[src/rtl/alu_op_dispatcher_pkg.sv]
// Shared parameters and types for the ALU issue stage: request payload and dispatcher states.
package alu_op_dispatcher_pkg;

  localparam int unsigned OPERAND_MAX_DATA_WIDTH = 16;
  localparam int unsigned OPCODE_WIDTH           = 3;
  localparam int unsigned FIFO_DEPTH             = 4;
  localparam int unsigned TIMEOUT_CYCLES         = 256;
  localparam int unsigned COUNT_WIDTH            = $clog2(FIFO_DEPTH) + 1;

  typedef struct packed {
    logic [OPCODE_WIDTH-1:0]           opcode;
    logic [OPERAND_MAX_DATA_WIDTH-1:0] a;
    logic [OPERAND_MAX_DATA_WIDTH-1:0] b;
  } alu_req_t;

  typedef enum logic [1:0] {
    StIdle,
    StIssue,
    StWait
  } dispatch_state_e;

endpackage

[src/rtl/alu_op_dispatcher_fifo.sv]
// Synchronous request FIFO; pointers carry an extra MSB so full and empty differ only by wrap.
module alu_req_fifo
  import alu_op_dispatcher_pkg::*;
#(
  parameter int unsigned Depth = FIFO_DEPTH
) (
  input  logic                     clk,
  input  logic                     rst,
  input  logic                     push,
  input  alu_req_t                 wdata,
  input  logic                     pop,
  output alu_req_t                 rdata,
  output logic                     full,
  output logic                     empty,
  output logic [$clog2(Depth):0]   count
);

  localparam int unsigned PtrW = $clog2(Depth);
  localparam logic [PtrW:0] PtrOne = 1;

  alu_req_t        mem_q [Depth];
  logic [PtrW:0]   wr_ptr_q, rd_ptr_q;

  always_ff @(posedge clk) begin
    if (rst) begin
      wr_ptr_q <= '0;
      rd_ptr_q <= '0;
    end else begin
      if (push && !full) begin
        wr_ptr_q <= wr_ptr_q + PtrOne;
      end
      if (pop && !empty) begin
        rd_ptr_q <= rd_ptr_q + PtrOne;
      end
    end
  end

  always_ff @(posedge clk) begin
    if (push && !full) begin
      mem_q[wr_ptr_q[PtrW-1:0]] <= wdata;
    end
  end

  always_comb begin
    rdata = mem_q[rd_ptr_q[PtrW-1:0]];
    empty = (wr_ptr_q == rd_ptr_q);
    full  = (wr_ptr_q[PtrW] != rd_ptr_q[PtrW]) &&
            (wr_ptr_q[PtrW-1:0] == rd_ptr_q[PtrW-1:0]);
    count = wr_ptr_q - rd_ptr_q;
  end

endmodule

[src/rtl/alu_op_dispatcher.sv]
// Queues ALU requests and issues them one at a time with a start pulse, holding until done.
// Optional WAIT watchdog enabled by defining ALU_DISPATCH_TIMEOUT_EN.
module alu_op_dispatcher
  import alu_op_dispatcher_pkg::*;
(
  input  logic                              clk,
  input  logic                              rst,
  input  logic                              req_valid,
  output logic                              req_ready,
  input  logic [OPCODE_WIDTH-1:0]           req_opcode,
  input  logic [OPERAND_MAX_DATA_WIDTH-1:0] req_a,
  input  logic [OPERAND_MAX_DATA_WIDTH-1:0] req_b,
  output logic                              alu_start,
  output logic [OPCODE_WIDTH-1:0]           alu_opcode,
  output logic [OPERAND_MAX_DATA_WIDTH-1:0] alu_a,
  output logic [OPERAND_MAX_DATA_WIDTH-1:0] alu_b,
  input  logic                              alu_done,
  output logic [COUNT_WIDTH-1:0]            pending_count,
  output logic [15:0]                       issued_count,
  output logic                              err_timeout
);

  dispatch_state_e state_q, state_d;
  alu_req_t        fifo_rdata, wdata;
  alu_req_t        issue_q;
  logic            fifo_full, fifo_empty, fifo_pop, fifo_push;
  logic            ready_en_q;
  logic [15:0]     issued_q;
  logic            timeout;

  // Ready comes from registers only, so it is low through reset and rises one cycle later.
  assign req_ready = ready_en_q && !fifo_full;
  assign fifo_push = req_valid && req_ready;
  assign wdata     = '{opcode: req_opcode, a: req_a, b: req_b};

  alu_req_fifo #(
    .Depth (FIFO_DEPTH)
  ) u_fifo (
    .clk   (clk),
    .rst   (rst),
    .push  (fifo_push),
    .wdata (wdata),
    .pop   (fifo_pop),
    .rdata (fifo_rdata),
    .full  (fifo_full),
    .empty (fifo_empty),
    .count (pending_count)
  );

`ifdef ALU_DISPATCH_TIMEOUT_EN
  localparam int unsigned CntW = $clog2(TIMEOUT_CYCLES + 1);
  localparam logic [CntW-1:0] CntOne = 1;

  logic [CntW-1:0] wait_cnt_q;
  logic            err_q;

  assign timeout     = (state_q == StWait) && !alu_done &&
                       (wait_cnt_q == CntW'(TIMEOUT_CYCLES - 1));
  assign err_timeout = err_q;

  always_ff @(posedge clk) begin
    if (rst) begin
      wait_cnt_q <= '0;
      err_q      <= 1'b0;
    end else begin
      if (state_q == StIssue) begin
        wait_cnt_q <= '0;
      end else if (state_q == StWait) begin
        wait_cnt_q <= wait_cnt_q + CntOne;
      end
      if (timeout) begin
        err_q <= 1'b1;
      end
    end
  end
`else
  assign timeout     = 1'b0;
  assign err_timeout = 1'b0;
`endif

  always_ff @(posedge clk) begin
    if (rst) begin
      state_q <= StIdle;
    end else begin
      state_q <= state_d;
    end
  end

  always_comb begin
    state_d  = state_q;
    fifo_pop = 1'b0;
    unique case (state_q)
      StIdle: begin
        if (!fifo_empty) begin
          state_d  = StIssue;
          fifo_pop = 1'b1;
        end
      end
      StIssue: state_d = StWait;
      StWait: begin
        if (alu_done) begin
          if (!fifo_empty) begin
            state_d  = StIssue;
            fifo_pop = 1'b1;
          end else begin
            state_d = StIdle;
          end
        end else if (timeout) begin
          state_d = StIdle;
        end
      end
      default: state_d = StIdle;
    endcase
  end

  always_comb begin
    alu_start    = (state_q == StIssue);
    alu_opcode   = issue_q.opcode;
    alu_a        = issue_q.a;
    alu_b        = issue_q.b;
    issued_count = issued_q;
  end

  always_ff @(posedge clk) begin
    if (rst) begin
      issue_q    <= '0;
      issued_q   <= '0;
      ready_en_q <= 1'b0;
    end else begin
      ready_en_q <= 1'b1;
      if (fifo_pop) begin
        issue_q <= fifo_rdata;
      end
      if (state_q == StIssue) begin
        issued_q <= issued_q + 16'd1;
      end
    end
  end

endmodule
[config.mk]
export PLATFORM = sky130hd
export DESIGN_NAME = alu_op_dispatcher
export DESIGN_NICKNAME = d
export VERILOG_FILES = /design/src/rtl/alu_op_dispatcher_pkg.sv /design/src/rtl/alu_op_dispatcher_fifo.sv /design/src/rtl/alu_op_dispatcher.sv
export SDC_FILE = /design/constraint.sdc
export NUM_CORES = 1
export LEC_CHECK = 0
export BUFFER_PORTS_ARGS = -buffer_cell sky130_fd_sc_hd__buf_4
export CORE_MARGIN = 3
export CORE_UTILIZATION = 41
export DETAILED_ROUTE_END_ITERATION = 16
export PLACE_DENSITY = 0.6
export SKIP_CTS_REPAIR_TIMING = 1
export SLEW_MARGIN = 20
export SYNTH_ARGS = -nofsm -noshare
export SYNTH_HDL_FRONTEND = slang
export SYNTH_SLANG_ARGS = --single-unit
[constraint.sdc]
create_clock -name clk -period 8.3 [get_ports clk]
set_input_delay 1.66 -clock clk [delete_from_list [all_inputs] [get_ports clk]]
set_output_delay 1.66 -clock clk [all_outputs]
set_load 0.1 [all_outputs]
==> results of run 1 <==
-- kinds of logic (layout without fill, tap and decap cells) --
family	after synthesis	count (layout)
flops	200	200
simple gates	124	124
compound gates	52	52
mux	39	39
buf+inv	35	138
xor+xnor	14	14
fa+ha+maj	9	9
other cells	1	1
-- worst paths after layout --
kind	end	slack [ns]
min	alu_b[8]$_SDFFE_PP0P_	0.46
min reg2reg	alu_b[8]$_SDFFE_PP0P_	0.46
max reg2reg	u_fifo.mem_q[2][6]$_DFFE_PP_	5.47
max	req_ready	4.43
-- layout by cell type (no fill, tap or decap), types with 4 or more instances in the layout --
cell       Yosys  final
dfxtp_1       60     58
or3_1          4      4
clkbuf_16      0     17
o21ai_0        4      4
xnor2_1       11     11
ha_1           8      8
buf_4          2     96
edfxtp_1     140    140
nand2_1       75     75
a21oi_1       42     42
mux4_2        35     35
inv_1         11     11
nor2_1        19     19
-- tightest hold or removal path, stage by stage (launching register included) --
cell	delay, ns
dfxtp_1	0.31
nand2_1	0.05
a21oi_1	0.05
-- flip-flops by register name, summed over array words and instances, names as in the netlist --
name	flops
u_fifo.wr_ptr_q	3
alu_b	16
ready_en_q	1
issued_count	16
u_fifo.rd_ptr_q	3
alu_opcode	3
u_fifo.mem_q	140
state_q	2
alu_a	16
-- synthesized netlist by cell type, drive strengths merged --
cell	instances
o21ai	4
xor2	2
nor2b	3
and2	3
mux2	2
nor3	3
nand4b	1
xnor2	12
o211a	1
buf	16
fa	1
nand3	2
nand4	3
and2b	1
inv	11
conb	1
mux4	35
edfxtp	140
clkbuf	6
dlygate4sd1	2
nand2	78
and4	1
nor2	19
a31o	1
mux2i	2
ha	8
a311o	1
o2111a	1
nand3b	1
or3	5
nor4	3
o21a	1
a311oi	1
nor3b	1
a21oi	42
dfxtp	60
-- metal layers --
metal	vias to the layer above	GRT usage, %
li1	1937	-
met1	2032	19.6
met2	95	23.9
met3	16	4.21
met4	0	4.60
met5	-	0
-- power by group through the flow --
stage | logic [mW] | clock network, mW | registers [mW]
floorplan | 0.450 | 0 | 1.75
global placement | 1.17 | 0 | 1.26
detailed placement | 1.18 | 0 | 1.26
CTS | 1.18 | 0.807 | 1.24
global route | 1.22 | 0.851 | 1.25
finish | 1.16 | 0.786 | 1.24
-- layout make-up --
type,count,area (um^2)
Fill cell,1551,8680
Timing Repair Buffer,96,721
Inverter,11,41.3
Clock buffer,21,470
Tap cell,225,282
Sequential cell,200,5410
Multi-Input combinational cell,239,1960
Clock inverter,10,93.8
==> impl_metrics.py, run 1 <==
metrics = {
    "run_status": {
        "status": "finished clean",
    },
    "clocking": {
        "root_buffer": "clkbuf_16",
        "clock_sink_count": 200,
        "numCtsBuffers": 17,
        "clkTransAtPathRegs_ns": 0.06,
        "cts_tree": "done",
        "clk_path_buf_depth": 2,
        "ctsHtreeMaxLevel": 4,
        "clk_latency_ns": 0.42,
    },
    "finish": {
        "diodes": 0,
        "area_growth_pct": 19.0,
        "final_area_um2": 8980,
        "drive_gt1_share_pct": 30.7,
        "fin_util_pct": 50.9,
        "final_cell_count_no_fill": 802,
        "fin_nets": 613,
    },
    "logic_synthesis": {
        "netlist_instances": 474,
        "post-synth-top-area-cell": "edfxtp_1",
        "synthDistinctLibCells": 44,
        "synth.cell_area_um2": 7540,
        "syn_avg_cell_area_um2": 15.9,
        "synth_area_leaders": "edfxtp_1 (56%), dfxtp_1 (16%), mux4_2 (10%)",
        "synth_compound_area_share_pct": 4.05,
        "synth_top_family_by_area": "multiplexers",
        "synth_fa_ha_area_share_pct": 1.59,
        "ys_warn_count": 0,
        "synth.top_cell.area_share_pct": 55.7,
        "ys_seq_area_share_pct": 71.7,
        "synthMuxAreaShare_pct": 11.0,
        "synth-xor-area-share_pct": 1.73,
        "synth_nets": 522,
        "yosys.area_share.simple_pct": 7.50,
        "ys_ff_latch": 200,
    },
    "critical_path": {
        "arrival_ns": 2.21,
        "worstSetupStartpointType": "flip-flop",
        "required_ns": 6.64,
        "cp_slowest_stage_delay_ns": 0.76,
        "worstReg2RegStart": "u_fifo.rd_ptr_q[1]$_SDFFE_PP0P_",
        "cp_cell_sequence": "inv_1 > ha_1 > nand2_1 > o21a_1 > buf_4",
        "path_depth": 5,
        "critPathSlowestCell": "dfxtp_4",
        "r2r_cells": 5,
        "cp_max_fo": 39,
        "crit_family": "flip-flops",
        "critPathBufInv": 2,
        "endpoint_kind": "primary output",
        "worstSetupPathType": "reg -> out",
        "startpoint": "u_fifo.rd_ptr_q[1]$_SDFFE_PP0P_",
    },
    "hold_path": {
        "hold_class": "reg -> reg",
        "hold_depth": 2,
        "worstHoldStart": "alu_b[8]$_SDFFE_PP0P_",
    },
    "global_routing": {
        "grt_pass1_wl_um": 22800,
        "grt_pass1_vias": 4230,
        "overflow": 0,
        "grtUsageTotal_pct": 14.8,
        "grt_max_degree": 63,
        "antenna_found_initial": 0,
    },
    "route": {
        "wl_met1_um": 6300,
        "dr_wl_met2_um": 7010,
        "wire_per_inst_um": 17.7,
        "vias": 4080,
        "drt-total-wl_um": 14200,
        "drtAntennaViolNets": 0,
        "drc": 0,
        "via_per_inst": 5.09,
        "drtPass1Iterations": 4,
        "highest_layer": "met4",
        "met3_length_um": 726,
        "drt_iter0_markers": 217,
    },
    "sta": {
        "finalWorstSetupSlack_ns": 4.43,
        "period_needed_ns": 3.87,
        "finalSetupTns_ns": 0,
        "drv_slew": 0,
        "slew-limit-headroom_pct": 29.5,
        "rsz0062_at_grt": "no",
        "hold_violations": 0,
        "clock_skew_ns": 0.00846,
        "min_period_over_period_pct": 46.6,
        "setup_viol": 0,
        "worst_slew_pin_slew_ns": 1.06,
        "max_freq_mhz": 258,
        "holdWs_ns": 0.455,
    },
    "power_and_ir_drop": {
        "p_sw_mw": 1.30,
        "finalPower_mw": 3.19,
        "p_int_mw": 1.89,
        "leakage_nw": 3.14,
        "p_per_area_nw_per_um2": 355,
        "sw_frac_of_total_pct": 40.7,
        "power_frac_comb_pct": 36.4,
        "ir_drop_mv": 0.230,
        "sequentialPowerShare_pct": 38.9,
        "p_clk_share_pct": 24.7,
    },
    "placement": {
        "dp_worst_setup_slack_ns": 4.52,
        "dp_cells": 771,
        "numPortBuffers": 94,
        "placedInstanceArea_um2": 8410,
        "hpwl_um": 8230,
        "place.gp.congestion": 0.741,
    },
    "floorplan": {
        "die_x_um": 142,
        "die_area_um2": 20100,
        "initial_core_util_pct": 42.7,
        "ios": 96,
        "fp.dieH_um": 142,
        "core_um2": 17700,
        "rows": 48,
    },
    "job": {
        "cap_violations": 0,
    },
}
(Power assumes the default switching activity.)
==> inputs of run 2 (changes only) <==
==> constraint.sdc (replaced) <==
create_clock -name clk -period 3.9 [get_ports clk]
set_input_delay 0.78 -clock clk [delete_from_list [all_inputs] [get_ports clk]]
set_output_delay 0.78 -clock clk [all_outputs]
set_load 0.1 [all_outputs]
==> impl_metrics.py, run 2 (same netlist as run 1, synthesis figures left out) <==
metrics = {
    "sta": {
        "finalWorstSetupSlack_ns": 1.05,
        "period_needed_ns": 2.85,
        "max_freq_mhz": 350,
        "clock_skew_ns": 0.0108,
        "drv_slew": 0,
        "min_period_over_period_pct": 73.2,
        "rsz0062_at_grt": "no",
        "worst_slew_pin_slew_ns": 1.01,
        "finalSetupTns_ns": 0,
        "setup_viol": 0,
        "hold_violations": 0,
        "slew-limit-headroom_pct": 32.4,
    },
    "power_and_ir_drop": {
        "ir_drop_mv": 0.671,
        "leakage_nw": 3.19,
        "p_per_area_nw_per_um2": 762,
    },
    "route": {
        "drt_iter0_markers": 253,
        "drt-total-wl_um": 14200,
        "via_per_inst": 5.06,
        "wire_per_inst_um": 17.6,
        "vias": 4082,
        "drtAntennaViolNets": 0,
        "drc": 0,
        "drtPass1Iterations": 4,
    },
    "clocking": {
        "root_buffer": "clkbuf_16",
        "clk_latency_ns": 0.43,
        "clock_sink_count": 200,
        "clkTransAtPathRegs_ns": 0.07,
        "clk_path_buf_depth": 2,
        "cts_tree": "done",
        "ctsHtreeMaxLevel": 4,
        "numCtsBuffers": 17,
    },
    "placement": {
        "place.gp.congestion": 0.746,
        "numPortBuffers": 94,
        "dp_cells": 774,
        "placedInstanceArea_um2": 8430,
        "dp_worst_setup_slack_ns": 1.37,
        "hpwl_um": 8380,
    },
    "finish": {
        "final_common_cell": "edfxtp_1",
        "final_cell_mix": "edfxtp_1 (140), buf_4 (99), nand2_1 (75)",
        "area_growth_pct": 20.4,
        "fin_nets": 617,
        "seq_area_um2": 5410,
        "fillers": 1489,
        "final_cell_count_no_fill": 807,
        "drive_gt1_share_pct": 31.4,
        "final_area_um2": 9080,
        "largest_reg_flops": 140,
        "fin_util_pct": 51.4,
        "diodes": 0,
        "multi_input_area_um2": 1960,
    },
    "hold_path": {
        "hold_class": "reg -> reg",
    },
    "floorplan": {
        "rows": 48,
        "fp.dieH_um": 142,
        "ios": 96,
        "initial_core_util_pct": 42.7,
        "die_x_um": 142,
        "core_um2": 17700,
        "die_area_um2": 20100,
    },
    "critical_path": {
        "required_ns": 3.12,
        "rrSetupSlack_ns": 1.42,
        "worstSetupStartpointType": "flip-flop",
        "worstSetupPathType": "reg -> out",
        "endpoint_kind": "primary output",
        "cp_max_fo": 38,
        "arrival_ns": 2.07,
    },
    "global_routing": {
        "antenna_found_initial": 0,
        "grt.met1_usage_pct": 19.7,
        "grt_max_degree": 63,
        "grtUsageMet2_pct": 24.4,
        "use_met3_pct": 4.48,
        "grt_busiest_layer": "met2",
        "grt_pass1_vias": 4268,
        "grt_pass1_wl_um": 22800,
        "overflow": 0,
        "grtUsageTotal_pct": 14.9,
    },
    "run_status": {
        "status": "finished clean",
    },
    "job": {
        "cap_violations": 0,
    },
}
==> run 2: cell types whose count changed in the layout (fill, tap and decap cells not counted) <==
cell	delta
buf_4	+3
clkbuf_8	-3
inv_8	+3
bufinv_16	+2
clkinv_4	+2
buf_16	+1
clkinv_1	-1
clkinv_2	-1
dfxtp_2	+1
dfxtp_4	-1
inv_6	-1
==> run 2: critical path: stages (launching register included) <==
cell	delay, ns
dfxtp_2	0.33
buf_4	0.48
fa_1	0.50
inv_1	0.07
buf_4	0.28
==> run 2: layout make-up <==
type,count,share of cell area (%)
Sequential cell,200,59.6
Multi-Input combinational cell,239,21.6
Timing Repair Buffer,100,8.49
Clock buffer,18,4.73
Tap cell,225,3.10
Clock inverter,14,2.07
Inverter,11,0.455
==> run 2: worst paths after layout <==
kind,depth (start not counted),endpoint,startpoint
max reg2reg,5,u_fifo.mem_q[0][25]$_DFFE_PP_,u_fifo.wr_ptr_q[0]$_SDFFE_PP0P_
min,2,alu_opcode[2]$_SDFFE_PP0P_,alu_opcode[2]$_SDFFE_PP0P_
max,4,pending_count[1],u_fifo.rd_ptr_q[1]$_SDFFE_PP0P_
min reg2reg,2,alu_opcode[2]$_SDFFE_PP0P_,alu_opcode[2]$_SDFFE_PP0P_
==> run 2: power breakdown <==
group / internal [mW] / total, mW / leakage (nW) / switching [mW]
clock: 1.03 / 1.82 / 0.303 / 0.786
combinational: 0.611 / 2.50 / 1.13 / 1.89
sequential: 2.48 / 2.60 / 1.76 / 0.118
total: 4.12 / 6.92 / 3.19 / 2.80
==> run 2: routing by layer <==
layer / wire length, um / part of all wire [%]
met4: 82 / 0.58
met2: 7080 / 50
met3: 774 / 5.4
met5: 0 / 0
met1: 6300 / 44
==> run 2: per-stage QoR <==
step	power, mW	hold slack (ns)
after floorplan	4.68	0.492
after global placement	5.16	0.444
after detailed placement	5.19	0.450
after CTS	7.00	0.460
after global routing	7.22	0.476
final	6.92	0.454
